**src/rtl/em4100_pkg.sv**
```systemverilog
// Shared EM4100 definitions: frame geometry, bit positions and the
// bit-recovery state encoding used by both the transmitter and the decoder.
package em4100_pkg;

   localparam int EM4100_FRAME_BITS  = 64;
   localparam int EM4100_HEADER_BITS = 9;
   localparam int EM4100_DATA_BITS   = 40;
   localparam int EM4100_ROWS        = 10;
   localparam int EM4100_COLS        = 4;
   localparam int EM4100_ROW_BITS    = 5;   // 4 data bits + even parity
   localparam int EM4100_ROW_BASE    = EM4100_HEADER_BITS;
   localparam int EM4100_COL_BASE    = EM4100_ROW_BASE + EM4100_ROWS * EM4100_ROW_BITS;
   localparam int EM4100_STOP_IDX    = EM4100_FRAME_BITS - 1;

   // Bit-recovery FSM states; MID and BOUNDARY both count as locked.
   typedef enum logic [1:0] {
      HUNT     = 2'd0,
      MID      = 2'd1,
      BOUNDARY = 2'd2
   } rec_state_t;

   // Classification of the interval between two line edges.
   typedef enum logic [1:0] {
      IV_GLITCH  = 2'd0,
      IV_SHORT   = 2'd1,
      IV_LONG    = 2'd2,
      IV_TIMEOUT = 2'd3
   } interval_t;

   // Frame position (index 0 = oldest bit) of column c of data row r;
   // c = 4 addresses the row parity bit.
   function automatic int row_bit_idx(input int r, input int c);
      return EM4100_ROW_BASE + r * EM4100_ROW_BITS + c;
   endfunction

endpackage

```
**src/rtl/em4100_bit_recovery.sv**
```systemverilog
// Manchester bit recovery: synchronises the line, measures the time between
// edges and tracks cell phase so that a bit is emitted on every mid-cell edge.
// Handshake: rx_bit is meaningful only in the cycle bit_strobe is high; there
// is no back-pressure, the consumer must take every strobed bit.
module em4100_bit_recovery
   import em4100_pkg::*;
#(
   parameter int HALF_BIT = 16
) (
   input  logic       clk,
   input  logic       rst,
   input  logic       din,
   output logic       rx_bit,
   output logic       bit_strobe,
   output logic       locked,
   output rec_state_t state
);

   localparam int TW = $clog2(3 * HALF_BIT + 1);
   localparam logic [TW-1:0] T_SAT   = TW'(3 * HALF_BIT);
   localparam logic [TW-1:0] T_SHORT = TW'(HALF_BIT / 2);
   localparam logic [TW-1:0] T_LONG  = TW'((3 * HALF_BIT) / 2);
   localparam logic [TW-1:0] T_TMO   = TW'((5 * HALF_BIT) / 2);

   logic          sync1, sync2, line_q;
   logic          edge_det;
   logic [TW-1:0] timer;
   interval_t     iv;
   rec_state_t    state_n;

   // Two-flop synchroniser followed by a one-flop history for edge detection.
   always_ff @(posedge clk) begin
      if (rst) begin
         sync1  <= 1'b0;
         sync2  <= 1'b0;
         line_q <= 1'b0;
      end else begin
         sync1  <= din;
         sync2  <= sync1;
         line_q <= sync2;
      end
   end

   assign edge_det = sync2 ^ line_q;
   // New level after the edge is the edge direction: 1 = rising = bit 1.
   assign rx_bit   = sync2;

   // Cycles since the last edge, saturating well past the timeout threshold.
   always_ff @(posedge clk) begin
      if (rst) begin
         timer <= '0;
      end else if (edge_det) begin
         timer <= '0;
      end else if (timer != T_SAT) begin
         timer <= timer + 1'b1;
      end
   end

   // Bucket the elapsed time into glitch / short / long / timeout.
   always_comb begin
      iv = IV_TIMEOUT;
      if (timer < T_SHORT) begin
         iv = IV_GLITCH;
      end else if (timer < T_LONG) begin
         iv = IV_SHORT;
      end else if (timer < T_TMO) begin
         iv = IV_LONG;
      end
   end

   // Recovery state register.
   always_ff @(posedge clk) begin
      if (rst) begin
         state <= HUNT;
      end else begin
         state <= state_n;
      end
   end

   // Edge-driven phase tracking; a quiet line in a locked state drops to HUNT.
   always_comb begin
      state_n    = state;
      bit_strobe = 1'b0;
      if (edge_det) begin
         case (state)
            HUNT: begin
               if (iv == IV_LONG) begin
                  state_n    = MID;
                  bit_strobe = 1'b1;
               end
            end
            MID: begin
               case (iv)
                  IV_SHORT: state_n = BOUNDARY;
                  IV_LONG:  bit_strobe = 1'b1;
                  default:  state_n = HUNT;
               endcase
            end
            BOUNDARY: begin
               if (iv == IV_SHORT) begin
                  state_n    = MID;
                  bit_strobe = 1'b1;
               end else begin
                  state_n = HUNT;
               end
            end
            default: state_n = HUNT;
         endcase
      end else if (timer >= T_TMO && state != HUNT) begin
         state_n = HUNT;
      end
   end

   assign locked = (state == MID) || (state == BOUNDARY);

endmodule

```
**src/rtl/em4100_decoder.sv**
```systemverilog
// EM4100 receiver top: collects recovered bits in a 64-bit window, checks
// header, stop bit and all row/column parities after every new bit, and
// publishes the 40-bit payload with a one-cycle data_valid strobe.
module em4100_decoder
   import em4100_pkg::*;
#(
   parameter int HALF_BIT = 16
) (
   input  logic                        clk,
   input  logic                        rst,
   input  logic                        din,
   output logic [EM4100_DATA_BITS-1:0] data_out,
   output logic                        data_valid,
   output logic                        parity_err,
   output logic                        locked
);

   logic                         rx_bit;
   logic                         bit_strobe;
   rec_state_t                   rec_state;
   logic [EM4100_FRAME_BITS-1:0] sr;
   logic                         chk_pend;
   logic [EM4100_DATA_BITS-1:0]  payload;
   logic [EM4100_ROWS-1:0]       row_par;
   logic [EM4100_COLS-1:0]       col_par;
   logic                         framed;
   logic                         par_ok;

   em4100_bit_recovery #(
      .HALF_BIT (HALF_BIT)
   ) u_rec (
      .clk        (clk),
      .rst        (rst),
      .din        (din),
      .rx_bit     (rx_bit),
      .bit_strobe (bit_strobe),
      .locked     (locked),
      .state      (rec_state)
   );

   // Payload extraction and per-row even parity (1 = row parity broken).
   for (genvar r = 0; r < EM4100_ROWS; r++) begin : g_row
      assign payload[r*EM4100_COLS +: EM4100_COLS] = sr[row_bit_idx(r, 0) +: EM4100_COLS];
      assign row_par[r] = ^sr[row_bit_idx(r, 0) +: EM4100_ROW_BITS];
   end

   // Per-column even parity across the ten rows plus the column parity bit.
   for (genvar c = 0; c < EM4100_COLS; c++) begin : g_col
      logic [EM4100_ROWS-1:0] col_bits;
      for (genvar r = 0; r < EM4100_ROWS; r++) begin : g_bit
         assign col_bits[r] = sr[row_bit_idx(r, c)];
      end
      assign col_par[c] = (^col_bits) ^ sr[EM4100_COL_BASE + c];
   end

   assign framed = (&sr[EM4100_HEADER_BITS-1:0]) & ~sr[EM4100_STOP_IDX];
   assign par_ok = ~(|row_par) & ~(|col_par);

   // Shift window: newest bit enters at the MSB; a framed check clears it so
   // the same bits can never match twice. HUNT deliberately leaves it alone.
   always_ff @(posedge clk) begin
      if (rst) begin
         sr       <= '0;
         chk_pend <= 1'b0;
      end else begin
         chk_pend <= bit_strobe;
         if (chk_pend && framed) begin
            sr <= '0;
         end else if (bit_strobe) begin
            sr <= {rx_bit, sr[EM4100_FRAME_BITS-1:1]};
         end
      end
   end

   // Registered verdict one cycle after each new bit; strobes are exclusive.
   always_ff @(posedge clk) begin
      if (rst) begin
         data_out   <= '0;
         data_valid <= 1'b0;
         parity_err <= 1'b0;
      end else begin
         data_valid <= 1'b0;
         parity_err <= 1'b0;
         if (chk_pend && framed) begin
            if (par_ok) begin
               data_valid <= 1'b1;
               data_out   <= payload;
            end else begin
               parity_err <= 1'b1;
            end
         end
      end
   end

endmodule

```
**config.mk**
```make
export PLATFORM = sky130hd
export DESIGN_NAME = em4100_decoder
export DESIGN_NICKNAME = d
export VERILOG_FILES = /design/src/rtl/em4100_pkg.sv /design/src/rtl/em4100_bit_recovery.sv /design/src/rtl/em4100_decoder.sv
export SDC_FILE = /design/constraint.sdc
export NUM_CORES = 1
export LEC_CHECK = 0
export ABC_AREA = 1
export CORE_AREA = 2 2 125 127
export CTS_BUF_LIST = sky130_fd_sc_hd__clkbuf_8
export DETAILED_ROUTE_END_ITERATION = 8
export DIE_AREA = 0 0 127 129
export PLACE_DENSITY = 0.65
export SYNTH_ARGS = -nofsm -noshare
export SYNTH_HDL_FRONTEND = slang
export SYNTH_HIERARCHICAL = 1
export SYNTH_SLANG_ARGS = --single-unit
```
**constraint.sdc**
```tcl
create_clock -name clk -period 2.7 [get_ports clk]
set_input_delay 0.675 -clock clk [delete_from_list [all_inputs] [get_ports clk]]
set_output_delay 0.675 -clock clk [all_outputs]
set_load 0.05 [all_outputs]
```
---- Word-level counts from Yosys, hierarchy flattened ----
Index checks and enable logic that the tools add are counted.
word-level totals
  bits in registers ....................... 118
  input port bits ......................... 3
  output and inout port bits .............. 43
  word-level logic and storage cells ...... 77
cells by class
  add/sub/neg operators ................... 1
  magnitude comparators ................... 4
  eq/ne operators ......................... 7
  mux-type cells .......................... 15
  bitwise operators ....................... 11
  reductions and logical operators ........ 29
operators with widths
  cell                   number
  $reduce_xor A5 Y1      10
  $reduce_xor A10 Y1     4
  $mux W2                5
  $reduce_or A10 Y1      1
  $reduce_and A9 Y1      1
  $reduce_or A2 Y1       4
  $mux W1                7
  $add A6 B1 Y6 const B  1
  $ge A6 B6 Y1 const B   1
  $lt A6 B4 Y1 const B   1
  $lt A6 B5 Y1 const B   1
  $lt A6 B6 Y1 const B   1
  $ne A3 B3 Y1 const B   2
  $ne A6 B6 Y1 const B   1
  $pmux W2 S3            1
  $xor A1 B1 Y1          5
  $eq A2 B1 Y1 const B   2
  $eq A2 B2 Y1 const B   2
  $not A1 Y1             4
  $pmux W2 S2            1
  $reduce_bool A2 Y1     2
  $reduce_or A4 Y1       1
  $reduce_and A3 Y1      1
  $and A1 B1 Y1          2
  other kinds (5)        6

---- Longest topological paths before layout ----
  depth after elaboration ................. 8
  gate-level depth with buffers ........... 17
  depth with buffers taken out ............ 16

---- Cells and area by module ----
The synthesis kept the hierarchy.
modules (own cells, without submodules)
  module               times used  cells an instance  area each (µm²)  sequential area each (µm²)
  em4100_decoder       1           1003               6070.8           2142.1
  em4100_bit_recovery  1           91                 620.6            220.2

---- Worst setup path before layout ----
OpenSTA, ideal clock, no wires.
  kind .................................... flip-flop to flip-flop
  from .................................... register u_rec.timer[4]
  to ...................................... register sr[30]
  setup time .............................. 0.126 ns
  data arrival time ....................... 1.911 ns
  data required time ...................... 2.574 ns
  setup slack ............................. 0.662 ns
  stages on the path, launching flop included .. 14
  path buffers ............................ 3
  period minus slack after synthesis ...... 2.038 ns
  path through ............................ dfxtp_1 inv_1 nand2_2 nand2_1 inv_1 nor2_1 o21ai_0 a21boi_0 clkbuf_1 clkbuf_1 clkbuf_1 nor2_1 a21oi_1 nor2_1
between the ends
  word-level cells in the longest chain between the ends .. 8
  elaborated cells on any way between the ends .. 12
  those cells by class .................... 3 x order compare; 2 x eq/ne; 7 x mux
ends and longest elaborated chain
  element                                       RTL line                                                                          text
  start, declared                               em4100_bit_recovery.sv:27                                                         logic [TW-1:0] timer;
  start signal, assigned                        em4100_bit_recovery.sv:55                                                         timer <= timer + 1'b1;
  $lt A6 B6 Y1                                  em4100_bit_recovery.sv:66                                                         end else if (timer < T_TMO) begin
  $mux W1                                       em4100_bit_recovery.sv:66
  $mux W2                                       em4100_bit_recovery.sv:64                                                         end else if (timer < T_LONG) begin
  $mux W2 (*)                                   em4100_bit_recovery.sv:62                                                         if (timer < T_SHORT) begin
  $eq A2 B1 Y1 or $eq A2 B2 Y1 (tied branches)  em4100_bit_recovery.sv:100, em4100_bit_recovery.sv:87, em4100_bit_recovery.sv:93
  $mux W1 (on tied branches)                    em4100_bit_recovery.sv:100, em4100_bit_recovery.sv:87, em4100_bit_recovery.sv:93
  $pmux W1 S2 (*)                               em4100_bit_recovery.sv:85                                                         case (state)
  $mux W1 (*)                                   em4100_bit_recovery.sv:84                                                         if (edge_det) begin
  net bit_strobe                                em4100_decoder.sv:19                                                              logic bit_strobe;
  end signal, assigned                          em4100_decoder.sv:70                                                              sr <= {rx_bit, sr[EM4100_FRAME_BITS-1:1]};
  end, declared                                 em4100_decoder.sv:21                                                              logic [EM4100_FRAME_BITS-1:0] sr;
The timed path passes the listed nets; every way through them passes the cells marked *.
A chain may end at the register's enable or synchronous reset.

---- Worst setup path after layout ----
  from .................................... register u_rec.state[0]
  to ...................................... output locked
between the ends
  word-level cells in the longest chain between the ends .. 2
  elaborated cells on any way between the ends .. 3
  those cells by class .................... 2 x eq/ne; 1 x reduce/logical
ends and longest elaborated chain
  element                                       RTL line                    text
  start, declared                               em4100_bit_recovery.sv:16   output rec_state_t state
  start signal, assigned                        em4100_bit_recovery.sv:76   state <= state_n;
  $eq A2 B1 Y1 or $eq A2 B2 Y1 (tied branches)  em4100_bit_recovery.sv:114  assign locked = (state == MID) || (state == BOUNDARY);
  $logic_or A1 B1 Y1 (*)                        em4100_bit_recovery.sv:114
  end, declared                                 em4100_decoder.sv:15        output logic locked
Mark *: on every way between the ends. The rest lies on a longest branch, timed or not.

==> key figures <==
Detailed routing
  – Routed wire length: roughly 15000 microns
  – Routed len/inst: 11.5 microns
  – Antenna viol nets, final: 0
  – Drt first-iter violations: around 430
  – Via/cell ratio: roughly 4.8
  – DRC viols: 0
  – DR pass1 iterations: 7
  – Via count: approximately 6300

Logic synthesis
  – Top cells by area, synth: dfxtp_1, nand2_1, inv_1
  – Total nets after synthesis: about 1100
  – Mean Syn Cell Area: between 6 and 7 sq um
  – Synth async-reset ratio: 0%
  – Synthesized area: 6690 sq um
  – Syn Inst Count: about 1100
  – Synth warn: 6
  – Yosys reg bits: roughly 120
  – Largest family of logic cells by synthesized area: simple AND/OR/NAND/NOR gates
  – Distinct cells, synth: 29
  – Adder-cell share of the synthesized area: 1.12%
  – Largest area contributor in the netlist: dfxtp_1
  – Synth Area in Simple Gates: between 40% and 50%
  – Mux cell area share after synthesis: 0%
  – XOR/XNOR Fraction of Synth Area: 2.75%
  – Post-synth top area share: a little over a third
  – Number of synthesized flops with an enable pin: 0
  – Main synth FF type: dfxtp_1
  – Compound-Gate Fraction of Synth Area: between 6 and 7%
  – Sequential area share after synthesis: about a third

Clock tree
  – Hold-fix buffers at CTS: 0
  – Htree depth: 4
  – Worst-path clk slew: approximately 0.070 ns
  – Inserted Clock Buffers: 17
  – Worst skew pair latency: about 0.44 ns
  – Clock root buffer: clkbuf_8
  – Post-CTS resize count: 0
  – Sink Count: 118
  – Post-CTS Setup Bufs: 0
  – Clock Path Buffers: 2
  – CTS tree: built

Place
  – Port bufs: 45
  – Worst slack at placement: around 0.53 ns
  – GP Congestion: approximately 0.81
  – Post-DP HPWL: 10800 microns

Cells and area
  – # diodes: 0
  – Nets: 1137
  – Area grow syn2layout: 15.1%
  – Fraction of layout cells with a size suffix above 1: a little under a tenth

Timing
  – Final hold violation count: 0
  – Setup ws final: roughly 0.070 ns
  – Setup violations, final: 0
  – Rel. slew slack: ~64%
  – Worst Max-Slew Pin Slew: roughly 0.54 ns
  – Post-Route Skew: roughly 0.010 ns
  – RSZ-0062 raised after global routing: no
  – Setup TNS Final: 0 ns
  – Fmax: around 0.38 GHz
  – Final worst path period need: around 2.6 ns
  – Period utilisation layout: between 90 and 100%
  – Slew Viols, Final: 0

Critical path
  – Crit start category: flop
  – R2r startpoint: sr[35]
  – Worst Setup SP: u_rec/state[0]
  – Crit-path max FO: 3
  – Setup CP Type: reg -> out
  – Worst setup EP type: output pin
  – Crit path arrival time: about 2.0 ns
  – Worst path required time: between 2 and 2.5 ns

Run
  – Max-cap violations: 0

GRT
  – Number of global-route vias before repair: 5504
  – Total global-route track usage: between 15 and 20%
  – Largest net degree at the start of global routing: 64
  – First-pass GRT wire length: 26100 microns
  – Grt total ovfl: 0
  – Initial antenna violation count: 0

Floorplan
  – Core area: 15000 sq um
  – Ports: between 40 and 50
  – Placement row count: 45
  – Initial core utilization: between 40% and 50%
  – Die height: 129 microns
  – DIE WIDTH: roughly 130 microns
  – Die area: roughly 16000 sq um

Pwr
  – Peak VDD IR: between 0.0002 and 0.00025 V
  – Static leakage: around 3.7 nW
  – Power density of the placed cells: roughly 460 nW/um^2

Outcome
  – Status: complete, no violations

Worst hold path
  – Hold_sp: u_rec/sync1
  – Worst Hold Class: reg -> reg
==> report_power, final <==
group	internal (W)	switching (W)
sequential	0.00175	0.00000445
clock	0.000967	0.000715
combinational	0.0000242	0.0000494
total	0.00274	0.000769
==> kinds of logic after synthesis <==
| kind of cell | Yosys count |
|---|---|
| flip-flops | 118 |
| buffers and inverters | 217 |
| adder cells (fa/ha/maj) | 6 |
| AO/OA/AOI/OAI | 78 |
| AND/OR/NAND/NOR | 654 |
| XOR/XNOR | 21 |
==> cells in the final DEF (no fill, tap or decap), drive strengths merged, types with 16 or more instances in the layout <==
cell	instances
nand2	386
inv	172
nor2	164
dfxtp	118
a21oi	71
nand4	45
clkdlybuf4s50	45
nand3	44
clkbuf	20
xnor2	16
==> synthesized netlist by cell type (5+ instances only) <==
cell,n
buf_2,9
inv_2,7
a21oi_1,71
buf_1,5
xor2_1,5
nand4_1,45
inv_1,164
clkbuf_1,23
nand2_1,342
xnor2_1,16
nand3_1,43
nand3b_1,11
dfxtp_1,118
nand2_2,44
nor2_1,160
ha_1,6
==> critical path, stage by stage, from the launching register on <==
cell and delay (ns):
dfxtp_1 0.37, inv_1 0.09, ha_1 0.28, clkdlybuf4s50_1 0.79
==> layer usage <==
| layer | vias to the layer above | GRT usage [%] | share of wire [%] |
|---|---|---|---|
| li1 | 3407 | - | - |
| met1 | 2772 | 27.1 | 50 |
| met2 | 122 | 31.2 | 44 |
| met3 | 12 | 4.32 | 4.1 |
| met4 | 0 | 6.01 | 1.2 |
| met5 | - | 0 | 0 |
==> registers in the layout (all words and copies together), names as in the netlist <==
| name | count |
|---|---|
| sr | 64 |
| data_out | 40 |
| u_rec/timer | 6 |
| u_rec/state | 2 |
| chk_pend | 1 |
| data_valid | 1 |
| parity_err | 1 |
| u_rec/line_q | 1 |
| u_rec/rx_bit | 1 |
| u_rec/sync1 | 1 |
==> area by class of cell <==
type                    count  area [sq um]
clock buffers              20           275
clock inverters            10           130
fillers                  1576          7280
inverters                 172           646
multi-input cells         759          3470
flip-flops and latches    118          2360
well taps                 188           235
repair buffers             60           576
==> through the flow <==
step / hold slack, ns / power [W] / std cells / util [%] / cell area, sq um
3_3_place_gp: 0.406 / 0.00186 / 1297 / 48.7 / 7290
5_1_grt: 0.448 / 0.00364 / 1327 / 51.4 / 7700
4_1_cts: 0.421 / 0.00356 / 1327 / 51.4 / 7700
3_5_place_dp: 0.410 / 0.00186 / 1297 / 48.7 / 7290
6_report: 0.417 / 0.00351 / 1327 / 51.4 / 7700
2_1_floorplan: 0.388 / 0.00184 / 1094 / - / 6690
==> final timing paths <==
| path | end | slack [ns] | cells after the start |
|---|---|---|---|
| worst max-delay path | locked | 0.07 | 3 |
| worst min register to register | u_rec/rx_bit | 0.42 | 2 |
| worst max register to register | data_out[35] | 0.56 | 16 |
| worst min-delay path | u_rec/rx_bit | 0.42 | 2 |
Note: power is estimated with default switching activity, not from simulation.
